===== src/rtl/demux4_stream_if.sv =====
// rtl/demux4_stream_if.sv - stream and status bundle for the 1-to-4 stream demultiplexer
interface demux4_stream_if #(
  parameter int WIDTH = 8,
  parameter int CNT_W = 8
);
  logic [WIDTH-1:0] i_data;
  logic             i_valid;
  logic             i_last;
  logic [1:0]       i_sel;
  logic             o_ready;

  logic [WIDTH-1:0] o_data_0;
  logic [WIDTH-1:0] o_data_1;
  logic [WIDTH-1:0] o_data_2;
  logic [WIDTH-1:0] o_data_3;
  logic [3:0]       o_valid;
  logic [3:0]       o_last;
  logic [3:0]       i_ready;

  logic             o_busy;
  logic [1:0]       o_cur_sel;
  logic [CNT_W-1:0] o_pkt_cnt_0;
  logic [CNT_W-1:0] o_pkt_cnt_1;
  logic [CNT_W-1:0] o_pkt_cnt_2;
  logic [CNT_W-1:0] o_pkt_cnt_3;

  // Upstream source plus the four downstream sinks
  modport master (
    output i_data, i_valid, i_last, i_sel, i_ready,
    input  o_ready, o_data_0, o_data_1, o_data_2, o_data_3,
    input  o_valid, o_last, o_busy, o_cur_sel,
    input  o_pkt_cnt_0, o_pkt_cnt_1, o_pkt_cnt_2, o_pkt_cnt_3
  );

  // Demultiplexer side
  modport slave (
    input  i_data, i_valid, i_last, i_sel, i_ready,
    output o_ready, o_data_0, o_data_1, o_data_2, o_data_3,
    output o_valid, o_last, o_busy, o_cur_sel,
    output o_pkt_cnt_0, o_pkt_cnt_1, o_pkt_cnt_2, o_pkt_cnt_3
  );
endinterface


===== src/rtl/demux4_stream.sv =====
// rtl/demux4_stream.sv - 1-to-4 packet stream demultiplexer with per-channel slots and packet counters
module demux4_stream #(
  parameter int WIDTH = 8,
  parameter int CNT_W = 8
) (
  input  logic            i_clk,
  input  logic            i_rst_n,
  demux4_stream_if.slave  bus
);

  typedef enum logic {
    IDLE   = 1'b0,
    LOCKED = 1'b1
  } state_t;

  state_t           state;
  state_t           state_nxt;
  logic [1:0]       cur_sel;
  logic [1:0]       cur_sel_nxt;

  logic [1:0]       dest;
  logic             ready;
  logic             accept;
  logic [3:0]       load;
  logic [3:0]       drain;

  logic [WIDTH-1:0] data_q [4];
  logic [3:0]       valid_q;
  logic [3:0]       last_q;
  logic [CNT_W-1:0] cnt_q  [4];

  // Destination is the live select between packets and the locked one inside a packet;
  // a slot can take a beat if it is empty or being drained this cycle
  always_comb begin
    dest   = (state == LOCKED) ? cur_sel : bus.i_sel;
    ready  = ~valid_q[dest] | bus.i_ready[dest];
    accept = bus.i_valid & ready;
    load   = accept ? (4'b0001 << dest) : 4'b0000;
    drain  = valid_q & bus.i_ready;
  end

  // Packet framing FSM: lock the destination on a non-last first beat, release on the last beat
  always_comb begin
    state_nxt   = state;
    cur_sel_nxt = cur_sel;
    case (state)
      IDLE: begin
        if (accept && !bus.i_last) begin
          state_nxt   = LOCKED;
          cur_sel_nxt = bus.i_sel;
        end
      end
      LOCKED: begin
        if (accept && bus.i_last) begin
          state_nxt = IDLE;
        end
      end
      default: begin
        state_nxt = IDLE;
      end
    endcase
  end

  // FSM state and locked destination registers
  always_ff @(posedge i_clk or negedge i_rst_n) begin
    if (!i_rst_n) begin
      state   <= IDLE;
      cur_sel <= 2'd0;
    end else begin
      state   <= state_nxt;
      cur_sel <= cur_sel_nxt;
    end
  end

  // Output slots: a load wins over a drain so a same-cycle drain+reload leaves no bubble
  always_ff @(posedge i_clk or negedge i_rst_n) begin
    if (!i_rst_n) begin
      valid_q <= 4'b0000;
      last_q  <= 4'b0000;
      for (int k = 0; k < 4; k++) begin
        data_q[k] <= '0;
      end
    end else begin
      valid_q <= load | (valid_q & ~drain);
      for (int k = 0; k < 4; k++) begin
        if (load[k]) begin
          data_q[k] <= bus.i_data;
          last_q[k] <= bus.i_last;
        end
      end
    end
  end

  // Completed-packet counters advance when a last beat leaves its slot; they wrap freely
  always_ff @(posedge i_clk or negedge i_rst_n) begin
    if (!i_rst_n) begin
      for (int k = 0; k < 4; k++) begin
        cnt_q[k] <= '0;
      end
    end else begin
      for (int k = 0; k < 4; k++) begin
        if (drain[k] && last_q[k]) begin
          cnt_q[k] <= cnt_q[k] + CNT_W'(1);
        end
      end
    end
  end

  assign bus.o_ready     = ready;
  assign bus.o_data_0    = data_q[0];
  assign bus.o_data_1    = data_q[1];
  assign bus.o_data_2    = data_q[2];
  assign bus.o_data_3    = data_q[3];
  assign bus.o_valid     = valid_q;
  assign bus.o_last      = last_q;
  assign bus.o_busy      = (state == LOCKED);
  assign bus.o_cur_sel   = cur_sel;
  assign bus.o_pkt_cnt_0 = cnt_q[0];
  assign bus.o_pkt_cnt_1 = cnt_q[1];
  assign bus.o_pkt_cnt_2 = cnt_q[2];
  assign bus.o_pkt_cnt_3 = cnt_q[3];

endmodule


===== src/flat_wrapper.sv =====
// flat-port wrapper written by rule: the top's interface ports become plain ports
module demux4_stream_flat 
#(
  parameter int WIDTH = 8,
  parameter int CNT_W = 8
)
  (i_clk, i_rst_n, bus_i_data, bus_i_valid, bus_i_last, bus_i_sel, bus_i_ready, bus_o_ready, bus_o_data_0, bus_o_data_1, bus_o_data_2, bus_o_data_3, bus_o_valid, bus_o_last, bus_o_busy, bus_o_cur_sel, bus_o_pkt_cnt_0, bus_o_pkt_cnt_1, bus_o_pkt_cnt_2, bus_o_pkt_cnt_3);
  demux4_stream_if #(.WIDTH(WIDTH), .CNT_W(CNT_W)) bus_i ();
  input  logic i_clk;
  input  logic i_rst_n;
  input wire logic [$bits(bus_i.i_data)-1:0] bus_i_data;
  input wire logic [$bits(bus_i.i_valid)-1:0] bus_i_valid;
  input wire logic [$bits(bus_i.i_last)-1:0] bus_i_last;
  input wire logic [$bits(bus_i.i_sel)-1:0] bus_i_sel;
  input wire logic [$bits(bus_i.i_ready)-1:0] bus_i_ready;
  output wire logic [$bits(bus_i.o_ready)-1:0] bus_o_ready;
  output wire logic [$bits(bus_i.o_data_0)-1:0] bus_o_data_0;
  output wire logic [$bits(bus_i.o_data_1)-1:0] bus_o_data_1;
  output wire logic [$bits(bus_i.o_data_2)-1:0] bus_o_data_2;
  output wire logic [$bits(bus_i.o_data_3)-1:0] bus_o_data_3;
  output wire logic [$bits(bus_i.o_valid)-1:0] bus_o_valid;
  output wire logic [$bits(bus_i.o_last)-1:0] bus_o_last;
  output wire logic [$bits(bus_i.o_busy)-1:0] bus_o_busy;
  output wire logic [$bits(bus_i.o_cur_sel)-1:0] bus_o_cur_sel;
  output wire logic [$bits(bus_i.o_pkt_cnt_0)-1:0] bus_o_pkt_cnt_0;
  output wire logic [$bits(bus_i.o_pkt_cnt_1)-1:0] bus_o_pkt_cnt_1;
  output wire logic [$bits(bus_i.o_pkt_cnt_2)-1:0] bus_o_pkt_cnt_2;
  output wire logic [$bits(bus_i.o_pkt_cnt_3)-1:0] bus_o_pkt_cnt_3;
  assign bus_i.i_data = bus_i_data;
  assign bus_i.i_valid = bus_i_valid;
  assign bus_i.i_last = bus_i_last;
  assign bus_i.i_sel = bus_i_sel;
  assign bus_i.i_ready = bus_i_ready;
  assign bus_o_ready = bus_i.o_ready;
  assign bus_o_data_0 = bus_i.o_data_0;
  assign bus_o_data_1 = bus_i.o_data_1;
  assign bus_o_data_2 = bus_i.o_data_2;
  assign bus_o_data_3 = bus_i.o_data_3;
  assign bus_o_valid = bus_i.o_valid;
  assign bus_o_last = bus_i.o_last;
  assign bus_o_busy = bus_i.o_busy;
  assign bus_o_cur_sel = bus_i.o_cur_sel;
  assign bus_o_pkt_cnt_0 = bus_i.o_pkt_cnt_0;
  assign bus_o_pkt_cnt_1 = bus_i.o_pkt_cnt_1;
  assign bus_o_pkt_cnt_2 = bus_i.o_pkt_cnt_2;
  assign bus_o_pkt_cnt_3 = bus_i.o_pkt_cnt_3;
  demux4_stream #(.WIDTH(WIDTH), .CNT_W(CNT_W)) u_core (.i_clk(i_clk), .i_rst_n(i_rst_n), .bus(bus_i));
endmodule

===== config.mk =====
export PLATFORM = sky130hd
export DESIGN_NAME = demux4_stream_flat
export DESIGN_NICKNAME = d
export VERILOG_FILES = /design/src/rtl/demux4_stream_if.sv /design/src/rtl/demux4_stream.sv /design/src/flat_wrapper.sv
export SDC_FILE = /design/constraint.sdc
export NUM_CORES = 1
export LEC_CHECK = 0
export ABC_AREA = 1
export CORE_MARGIN = 10
export CORE_UTILIZATION = 30
export CTS_BUF_LIST = sky130_fd_sc_hd__clkbuf_8
export DETAILED_ROUTE_END_ITERATION = 6
export GPL_ROUTABILITY_DRIVEN = 1
export HOLD_SLACK_MARGIN = 0.02
export PLACE_DENSITY = 0.54
export SYNTH_ARGS = -nofsm -noshare
export SYNTH_HDL_FRONTEND = slang
export SYNTH_SLANG_ARGS = --single-unit

===== constraint.sdc =====
create_clock -name i_clk -period 2.8 [get_ports i_clk]
set_input_delay 0.56 -clock i_clk [delete_from_list [all_inputs] [get_ports i_clk]]
set_output_delay 0.56 -clock i_clk [all_outputs]
set_load 0.005 [all_outputs]

---- Word-level counts from Yosys, hierarchy flattened ----
Cells that the tools add are included.
cells by class
  add/sub/neg operators ................... 4
  order comparisons ....................... 1
  shifts and indexed selects .............. 1
  mux-type cells .......................... 9
  bitwise gates (word level) .............. 8
  reductions and logical operators ........ 8
operators by type and width
  kind                 count
  $add 8x1->8 const B  4
  $and 4x4->4          2
  $logic_and 1x1->1    6
  $bmux 1 s2           2
  $mux 1               4
  $mux 4               1
  $not 4->4            1
  $or 4x4->4           1
  $shl 1x2->4 const A  1
  $lt 2x3->1 const B   1
  $mux 2               1
  $not 1->1            2
  $pmux 1 s2           1
  $reduce_and 2->1     1
  $and 1x1->1          1
  $logic_not 1->1      1
  $or 1x1->1           1
storage, ports and cells
  flip-flop bits (word level) ............. 75
  bits of input ports ..................... 18
  output and inout bits ................... 76
  word-level logic and storage cells ...... 46

---- Longest topological paths before layout ----
Gate-level depths: netlist of the first run.
  depth after elaboration ................. 9
  depth in mapped cells ................... 12
  mapped depth without buffers ............ 12

---- Least setup slack after synthesis of the first run ----
OpenSTA, ideal clock, no wires.
  path kind ............................... input port to output port
  start point ............................. in bus_i_sel[0]
  end point ............................... out bus_o_ready
  data arrival time ....................... 1.057 ns
  required time ........................... 2.240 ns
  slack ................................... 1.183 ns
  stages .................................. 6
  buffers on the path ..................... 0
  path through ............................ nand2_2 > nand2_2 > nand3_1 > nand2_1 > nor2_4 > nand2_4
between the ends
  longest elaborated chain between the ends .. 5
  elaborated cells between the ends (all ways) .. 7
  those cells by class .................... mux (5); bitwise (2)
RTL lines
  what                          RTL line             source
  from (decl)                   flat_wrapper.sv:14   input wire logic [$bits(bus_i.i_sel)-1:0] bus_i_sel;
  $mux 2 (*)                    demux4_stream.sv:35  dest = (state == LOCKED) ? cur_sel : bus.i_sel;
  $bmux 1 s2                    demux4_stream.sv:36  ready = ~valid_q[dest] | bus.i_ready[dest];
  $mux 1 (implied by the code)  demux4_stream.sv:36
  $not 1->1                     demux4_stream.sv:36
  $or 1x1->1 (*)                demux4_stream.sv:36
  to (decl)                     flat_wrapper.sv:16   output wire logic [$bits(bus_i.o_ready)-1:0] bus_o_ready;
Every way passes the cells marked *; elsewhere a longest branch is shown, timed or not. The select of a mux whose other input is x is not followed.

==> impl_metrics.ini, run 1 <==
[finish]
finish.utilization = 0.424
ff_latch_area_um2 = 1880
multi_input_comb_area_um2 = 1280
fin_cells = 585
area.growth.synth_to_final_pct = 38.3
antenna_cells = 0
filler_cell_count = 1102
finish.net_count = 462
final_layout_size_suffix_gt1_frac = 0.0809

[power_and_ir_drop]
p_sw_mw = 1.65
share_of_power_burned_in_the_clock_network = 0.212
cellPowerDensity_nw_per_um2 = 1030
power.share.sequential = 0.383
cellLeakagePower_nw = 2.16
swShare = 0.351
power.ir.vdd_worst_mv = 0.411
p_int_mw = 3.06
share_comb_of_total_power = 0.405

[critical_path]
timing_worst_setup_path_type = reg -> out
crit_chain = inv_2, nand2_1, nand2_1, nand3_1, nand2_1, nor2_4, nand2_4, clkdlybuf4s50_1
worst_setup_ep_type = primary output
cpMaxStageDelayCell = clkdlybuf4s50_1
critical_path.most_common_cell = nand2_1
max_stage_delay_ns = 0.51
worst-path-max-fanout = 7
cp.arrival_ns = 2.07
worst-endpoint-required_ns = 2.24
crit_path_start_kind = flip-flop

[synth]
mapped_avg_cell_area_um2 = 9.66
syn-num-nets = 366
yosysWarningCount = 0
post_synth_instance_area_um2 = 3320
yosysSeqAreaShare = 0.565
synthesis.instances = 344
yosysUniqueCellTypes = 28
synth.ff_latch_count = 75

[global_route]
grt_start_max_net_pins = 76
number_of_global_route_vias_before_repair = 2829
antenna_found_initial = 0
global_route.usage.total = 0.115
grt_pass1_wl_um = 14900
grt-ovfl-total = 0

[clock_tree]
cts.root.buffer_cell = clkbuf_8
ctsHtreeMaxLevel = 3
clock-sinks = 75
holdBufCountCts = 0
cts_inserted_buffers = 9
clkSlewWorstSetupHoldPaths_ns = 0.08
cts-root-to-sink-buffers = 2
clk-insertion-delay-late_ns = 0.35
tritoncts = built

[detailed_routing]
route.antenna.remaining_nets = 0
drt-vias-per-instance = 4.56
dr_wl_met3_um = 613
route.detailed.drc = 0
m1WireLength_um = 4220
wirelength_per_cell_um = 15.4
route.vias.total = 2665
wl_um = 9010
first_pass_iters = 4
dr_wl_met2_um = 4030
initialDrtViolationCount = 197
top_layer = met4

[timing]
grt_setup_unrepaired = no
min_period_over_period = 0.938
timing.setup.tns_ns = 0
final.setup.worst_slack_ns = 0.172
setup_viol_count_final = 0
final_hold_viol_count = 0
final_period_minus_worst_setup_slack_ns = 2.63
tightest_slew_ns = 0.950
max_slew_margin = 0.366
fmaxAchievable_ghz = 0.381
timing_max_transition_violations_final = 0
clock-skew-final_ns = 0.00959

[place]
placed_cells = 569
detailedPlace.worstSlack_ns = 0.0627
numPortBuffers = 93
detailed_place_hpwl_um = 6510
final_weighted_congestion_of_routability_driven_global_placement = 0.773

[floorplan]
boundaryPins = 94
core_um2 = 10800
initial_core_util = 0.306
die_h_um = 125
placementRows = 38
design.die.area_um2 = 15700
die_x_um = 125

[min_path]
holdCritPathClass = in -> async

[run_status]
run_status = complete, no violations

[job]
max_cap_viol_count = 0
worst max-delay path: cells and delay by family (launching register included):
kind / cells / cell delay [ns]
buf+inv: 2 / 0.67
flops: 1 / 0.47
simple gates: 6 / 0.58
layout make-up:
class / instances / share of cell area
Sequential cell: 75 / 0.408
Multi-Input combinational cell: 237 / 0.278
Timing Repair Buffer: 93 / 0.203
Tap cell: 140 / 0.0381
Clock buffer: 9 / 0.0270
Clock inverter: 7 / 0.0253
Inverter: 24 / 0.0196
kinds of logic after synthesis:
logic type / Yosys count / share of synthesized area
buffers and inverters: 32 / 0.0501
AND/OR/NAND/NOR: 161 / 0.220
XOR/XNOR: 27 / 0.0712
adder cells (fa/ha/maj): 4 / 0.0151
multiplexers: 3 / 0.0102
flip-flops: 75 / 0.565
AO/OA/AOI/OAI: 42 / 0.0682
flip-flops by register name, indices dropped and copies added, names as in the netlist, named ones only:
name	count
u_core.bus.o_cur_sel	2
u_core.bus.o_data_0	8
u_core.bus.o_data_1	8
u_core.bus.o_data_2	8
u_core.bus.o_data_3	8
u_core.bus.o_last	4
u_core.bus.o_pkt_cnt_0	8
u_core.bus.o_pkt_cnt_1	8
u_core.bus.o_pkt_cnt_2	8
u_core.bus.o_pkt_cnt_3	8
u_core.bus.o_valid	4
placed cells by master (no fill, tap or decap):
cell type        instances
o21ai_1                 31
o22ai_1                  4
and3_1                   1
nor2_4                   5
dlymetal6s2s_1           2
nand2_2                  5
clkinv_2                 2
nand2_4                  1
inv_1                   23
a21oi_1                  1
nand4_1                  9
nand2_8                  1
nand2_1                106
xor2_1                  11
ha_1                     4
o21ai_2                  3
clkbuf_8                 9
nand3b_1                 1
xnor2_1                 16
nor2_1                  14
dfrtp_1                 75
bufinv_16                3
clkinv_4                 1
clkinvlp_4               1
clkdlybuf4s50_1         90
o21ai_0                  3
nand3_1                 17
buf_4                    1
inv_2                    1
nor3b_1                  1
mux2_2                   3
routing by layer:
layer,up-vias,track usage
li1,1309,-
met1,1273,0.141
met2,71,0.180
met3,12,0.0401
met4,0,0.0474
met5,-,0
power groups by stage:
stage               Sequential, mW  Clock [mW]  Combinational [mW]
floorplan                     1.78           0               0.904
CTS                           1.81        1.03                1.96
global route                  1.86        1.08                2.14
detailed placement            1.82           0                1.95
global placement              1.81           0                1.91
finish                        1.80        1.00                1.91
final timing paths:
check,endpoint,slack [ns],cells past startpoint,from
worst max-delay path,bus_o_ready,0.17,8,flip-flop
worst min-delay path,u_core.bus.o_pkt_cnt_3[4],0.35,1,i_rst_n
worst max register to register,u_core.bus.o_data_3[5],0.82,11,flip-flop
worst min register to register,u_core.bus.o_pkt_cnt_1[7],0.47,1,u_core.bus.o_pkt_cnt_1[7]
max in group asynchronous,u_core.bus.o_data_1[0],1.83,1,i_rst_n
min in group i_clk,u_core.bus.o_pkt_cnt_1[7],0.47,1,u_core.bus.o_pkt_cnt_1[7]
cell usage after synthesis, drive strengths merged:
cell,number,share of area
mux2,3,0.010
inv,24,0.027
nand3b,1,0.0023
nand3,17,0.026
dfrtp,75,0.56
a21oi,1,0.0015
clkbuf,1,0.0023
and3,1,0.0019
nand4,9,0.017
o22ai,4,0.0075
xnor2,16,0.042
nor2,19,0.033
buf,7,0.021
ha,4,0.015
nor3b,1,0.0023
xor2,11,0.029
nand2,113,0.14
o21ai,37,0.059
timing repair:
action,CTS,global route
endpoints found under the setup margin,0,1
gates resized for setup,0,2
setup buffers,0,0
per-stage QoR:
step / hold slack (ns) / area, µm² / power (mW)
finish: 0.355 / 4590 / 4.71
floorplan: 0.264 / 3320 / 2.69
CTS: 0.378 / 4590 / 4.80
global placement: 0.462 / 4350 / 3.73
global route: 0.434 / 4590 / 5.08
detailed placement: 0.467 / 4350 / 3.77
(Power assumes the default switching activity.)
==> run 2: changes to the inputs <==
--- a/config.mk
+++ b/config.mk
@@ -5,14 +5,15 @@
 export SDC_FILE = /design/constraint.sdc
 export NUM_CORES = 1
 export LEC_CHECK = 0
-export ABC_AREA = 1
+export CORE_ASPECT_RATIO = 1.5
 export CORE_MARGIN = 10
 export CORE_UTILIZATION = 30
 export CTS_BUF_LIST = sky130_fd_sc_hd__clkbuf_8
 export DETAILED_ROUTE_END_ITERATION = 6
 export GPL_ROUTABILITY_DRIVEN = 1
 export HOLD_SLACK_MARGIN = 0.02
-export PLACE_DENSITY = 0.54
+export PLACE_DENSITY = 0.55
+export SLEW_MARGIN = 20
 export SYNTH_ARGS = -nofsm -noshare
 export SYNTH_HDL_FRONTEND = slang
 export SYNTH_SLANG_ARGS = --single-unit
==> run 2 against run 1 <==
Against the previous run: register-to-register slack worse by 0.19 ns; final area shrank 2.5%; synthesized cell count fell by 35%; power fell by 6.8%; sequential share of layout area grew 1.1 points; critical path type is now in -> out; critical endpoint unchanged; largest power group is now registers; highest routed layer unchanged.
==> impl_metrics.ini, run 2 <==
[run_status]
run_status = complete, no violations

[synth]
area_contributors_post_synth = dfrtp_1 (60%), mux2_2 (11%), xnor2_1 (6.1%), mux2_4 (4.3%), mux2i_1 (1.9%)
yosysWarningCount = 0
syn-num-nets = 247
post_synth_instance_area_um2 = 3150
synth.top_cells.by_count = dfrtp_1 (75), mux2_2 (31), xnor2_1 (22)
synth_enable_flop_cells = 0
yosysUniqueCellTypes = 27
synth.ff_latch_count = 75
synth_most_common_cell = dfrtp_1
synth_top_area_cell = dfrtp_1
mapped_avg_cell_area_um2 = 14.0
synthesis.instances = 225
most_used_dff_post_synth = dfrtp_1
synth_top_cell_area_share = 0.596
async_flop_share = 1.00
yosysSeqAreaShare = 0.596

[place]
final_weighted_congestion_of_routability_driven_global_placement = 0.754
numPortBuffers = 93
detailed_place_hpwl_um = 5800

[finish]
final_layout_size_suffix_gt1_frac = 0.200
area.growth.synth_to_final_pct = 42.2
layout.cells.most_common = clkdlybuf4s50_1
filler_cell_count = 977
finish.net_count = 353
finish.utilization = 0.439
antenna_cells = 0
most-common-layout-cells = clkdlybuf4s50_1 (91), dfrtp_1 (75), mux2_2 (31), xnor2_1 (22), nand2_1 (14)

[critical_path]
worst_setup_path_startpoint = bus_i_sel[0]
worst-endpoint-required_ns = 2.24
cpMaxStageDelayCell = clkdlybuf4s50_1
worst_setup_ep_type = primary output
crit_chain = clkdlybuf4s50_1, mux2i_4, mux2i_1, mux2i_1, dlymetal6s2s_1
max_stage_delay_ns = 0.48
critical_path.most_common_cell = mux2i_1
worst_setup_endpoint = bus_o_ready
reg2reg_depth = 6
timing_worst_setup_path_type = in -> out
worst-path-max-fanout = 6
crit_path_start_kind = input pin
reg2reg_slack_ns = 0.63
critical_path.reg2reg.endpoint = u_core.bus.o_last[1]
cp.arrival_ns = 1.87

[global_route]
grt-ovfl-total = 0
number_of_global_route_vias_before_repair = 2346
grt_start_max_net_pins = 76
grt_pass1_wl_um = 13000
antenna_found_initial = 0
global_route.usage.total = 0.108

[detailed_routing]
drt-vias-per-instance = 4.43
initialDrtViolationCount = 35
wirelength_per_cell_um = 16.5
first_pass_iters = 4
wl_um = 7870
route.antenna.remaining_nets = 0
route.detailed.drc = 0
route.vias.total = 2109

[power_and_ir_drop]
cellLeakagePower_nw = 1.98
cellPowerDensity_nw_per_um2 = 980
power.ir.vdd_worst_mv = 0.483

[timing]
final_period_minus_worst_setup_slack_ns = 2.43
max_slew_margin = 0.358
clock-skew-final_ns = 0.0107
setup_viol_count_final = 0
min_period_over_period = 0.867
timing_max_transition_violations_final = 0
grt_setup_unrepaired = no
fmaxAchievable_ghz = 0.412
final_hold_viol_count = 0
final.hold.worst_slack_ns = 0.367
tightest_slew_ns = 0.963
timing.setup.tns_ns = 0

[clock_tree]
cts_resized = 1
cts_inserted_buffers = 9
holdBufCountCts = 0
cts-root-to-sink-buffers = 2
ctsHtreeMaxLevel = 3
clock-sinks = 75
cts.root.buffer_cell = clkbuf_8
tritoncts = built
clkSlewWorstSetupHoldPaths_ns = 0.07
cts_setup_buffers = 0
clk-insertion-delay-late_ns = 0.35

[min_path]
holdCritPathClass = in -> async

[floorplan]
boundaryPins = 94
core_um2 = 10200
die_x_um = 104
design.die.area_um2 = 15100
placementRows = 45
die_h_um = 145
initial_core_util = 0.309

[job]
max_cap_viol_count = 0
[run 2: cell families (layout without fill, tap and decap cells)]
kind of cell,after synthesis,in the layout,synth area share
compound gates,5,5,0.00954
xor+xnor,28,28,0.0779
fa+ha+maj,4,4,0.0159
buf+inv,8,118,0.0143
flops,75,75,0.596
mux,48,48,0.182
simple gates,57,57,0.105
[run 2: metrics by stage]
step	setup slack, ns	instance area (µm²)	power (mW)	std cells
floorplan	0.959	3150	2.50	225
CTS	0.0336	4480	4.49	476
global placement	-0.00563	4280	3.62	461
finish	0.372	4480	4.39	476
global route	0.278	4480	4.71	476
detailed placement	-0.0469	4280	3.65	461
[run 2: power by group]
group          internal, mW  switching (mW)
Combinational          1.20           0.590
Sequential             1.48           0.310
Clock                 0.400           0.401
[run 2: area by class of cell]
cell class / count / area, µm² / area share
clock buffer: 9 / 124 / 0.0277
clock inverter: 6 / 58.8 / 0.0131
inverter: 3 / 11.3 / 0.00251
multi-input combinational: 142 / 1230 / 0.276
sequential: 75 / 1880 / 0.419
tap: 141 / 176 / 0.0394
timing repair buffer: 100 / 996 / 0.222
[run 2: routing by layer]
layer,share of wire,wire (µm),GRT usage
met5,0,0,0
met4,0.017,132,0.0531
met3,0.076,600,0.0447
met2,0.52,4100,0.183
met1,0.39,3040,0.113
[run 2: how the worst min path moves through the flow]
stage	from	to	slack, ns
4_1_cts	i_rst_n	u_core.bus.o_pkt_cnt_1[7]	0.40
3_3_place_gp	u_core.bus.o_pkt_cnt_0[7]	u_core.bus.o_pkt_cnt_0[7]	0.46
6_report	i_rst_n	u_core.bus.o_pkt_cnt_0[3]	0.37
2_1_floorplan	i_rst_n	async pin	0.26
3_5_place_dp	u_core.bus.o_pkt_cnt_0[7]	u_core.bus.o_pkt_cnt_0[7]	0.46
5_1_grt	i_rst_n	u_core.bus.o_pkt_cnt_2[6]	0.43
[run 2: critical path: cells and delay by family]
family,cells,cell delay [ns]
buffers and inverters,2,0.66
muxes,3,0.64
==> run 3: changes to the inputs <==
--- a/config.mk
+++ b/config.mk
@@ -10,8 +10,8 @@
 export CORE_UTILIZATION = 30
 export CTS_BUF_LIST = sky130_fd_sc_hd__clkbuf_8
 export DETAILED_ROUTE_END_ITERATION = 6
-export GPL_ROUTABILITY_DRIVEN = 1
 export HOLD_SLACK_MARGIN = 0.02
+export MAX_ROUTING_LAYER = met4
 export PLACE_DENSITY = 0.55
 export SLEW_MARGIN = 20
 export SYNTH_ARGS = -nofsm -noshare
==> run 3 against run 2 <==
Against the previous run: sequential cell count unchanged; setup slack improved by 0.00057 ns; die area is the same; critical path depth did not move; maximum frequency about the same; critical path type unchanged; largest cell class unchanged; via count is the same; clock skew down 0.00063 ns; first-iteration DRC count fell by 8.6%; final area unchanged; non-clock buffer count is the same; sequential share of layout area unchanged.
==> impl_metrics.ini, run 3 (same netlist as run 2, synthesis figures left out) <==
[clock_tree]
ctsHtreeMaxLevel = 3
cts.root.buffer_cell = clkbuf_8
tritoncts = built
holdBufCountCts = 0
clkSlewWorstSetupHoldPaths_ns = 0.07
cts-root-to-sink-buffers = 2
clk-insertion-delay-late_ns = 0.35
clock-sinks = 75
cts_inserted_buffers = 9

[timing]
timing.setup.tns_ns = 0
final_period_minus_worst_setup_slack_ns = 2.43
setup_viol_count_final = 0
grt_setup_unrepaired = no
final.hold.worst_slack_ns = 0.366
clock-skew-final_ns = 0.0101
max_slew_margin = 0.358
timing_max_transition_violations_final = 0
final_hold_viol_count = 0
final.setup.worst_slack_ns = 0.373
min_period_over_period = 0.867
tightest_slew_ns = 0.963
fmaxAchievable_ghz = 0.412

[finish]
fin_cells = 476
layout_cell_area_excl_fill_um2 = 4480
filler_cell_count = 977
antenna_cells = 0
area.growth.synth_to_final_pct = 42.2
most-common-layout-cells = clkdlybuf4s50_1 (91), dfrtp_1 (75), mux2_2 (31), xnor2_1 (22), nand2_1 (14)
final_layout_size_suffix_gt1_frac = 0.200
finish.utilization = 0.439
multi_input_comb_area_um2 = 1230
finish.net_count = 353
layout.cells.most_common = clkdlybuf4s50_1
ff_latch_area_um2 = 1880

[min_path]
holdCritPathClass = in -> async

[critical_path]
worst-path-max-fanout = 6
crit_chain = clkdlybuf4s50_1, mux2i_4, mux2i_1, mux2i_1, dlymetal6s2s_1
worst-endpoint-required_ns = 2.24
reg2reg_slack_ns = 0.63
max_stage_delay_ns = 0.48
timing_worst_setup_path_type = in -> out
cp.arrival_ns = 1.87
critical_path.reg2reg.endpoint = u_core.bus.o_last[1]
cpMaxStageDelayCell = clkdlybuf4s50_1
critical_path.most_common_cell = mux2i_1
crit_path_start_kind = input pin
worst_setup_ep_type = primary output
reg2reg_depth = 6

[place]
detailedPlace.worstSlack_ns = -0.0469
placed_cells = 461
numPortBuffers = 93
detailed_place.area_um2 = 4280
detailed_place_hpwl_um = 5800
final_weighted_congestion_of_routability_driven_global_placement = 0.763

[power_and_ir_drop]
cellLeakagePower_nw = 1.98
power.total_mw = 4.39
power.ir.vdd_worst_mv = 0.482
cellPowerDensity_nw_per_um2 = 980

[global_route]
grt-ovfl-total = 0
grt_pass1_wl_um = 13000
number_of_global_route_vias_before_repair = 2348
antenna_found_initial = 0
global_route.usage.total = 0.111
grt_start_max_net_pins = 76

[job]
max_cap_viol_count = 0

[detailed_routing]
first_pass_iters = 4
wl_um = 7870
route.antenna.remaining_nets = 0
initialDrtViolationCount = 32
drt-vias-per-instance = 4.43
wirelength_per_cell_um = 16.5
route.vias.total = 2109
route.detailed.drc = 0

[run_status]
run_status = complete, no violations

[floorplan]
placementRows = 45
core_um2 = 10200
die_x_um = 104
die_h_um = 145
boundaryPins = 94
design.die.area_um2 = 15100
initial_core_util = 0.309
[run 3: cell counts in the layout (fill, tap and decap cells not counted)]
No cell type changed its count.
[run 3: how the worst max path moves through the flow]
stage | cells after the start | endpoint | from | slack, ns
2_1_floorplan | 5 | u_core.bus.o_data_1[0] | bus_i_sel[1] | 0.96
3_3_place_gp | 5 | bus_o_ready | bus_i_sel[0] | -0.006
3_5_place_dp | 5 | bus_o_ready | bus_i_sel[0] | -0.05
4_1_cts | 5 | bus_o_ready | bus_i_sel[0] | 0.03
5_1_grt | 5 | bus_o_ready | bus_i_sel[0] | 0.28
6_report | 5 | bus_o_ready | bus_i_sel[0] | 0.37
[run 3: area by class of cell]
class / instances / share of cell area
tap: 141 / 0.0394
multi-input combinational: 142 / 0.276
sequential: 75 / 0.419
clock buffer: 9 / 0.0277
timing repair buffer: 100 / 0.222
inverter: 3 / 0.00251
clock inverter: 6 / 0.0131
[run 3: routing by layer]
metal / vias up / GRT usage / share of wire
met5: - / - / 0
met4: 0 / 0.0531 / 0.017
met3: 7 / 0.0363 / 0.059
met2: 49 / 0.183 / 0.52
met1: 1056 / 0.118 / 0.40
li1: 997 / - / -
[run 3: critical path, delay by kind of cell]
kind                   cells  cell delay (ns)
buffers and inverters      2             0.66
muxes                      3             0.64
[run 3: where the power goes]
group | switching [mW] | internal [mW]
combinational | 0.590 | 1.20
clock | 0.401 | 0.400
sequential | 0.310 | 1.48
total | 1.30 | 3.09
[run 3: repair_timing]
action / 4_1_cts / 5_1_grt
buffers inserted: 0 / 0
setup endpoints to repair: 1 / 1
resized for setup: 1 / 1
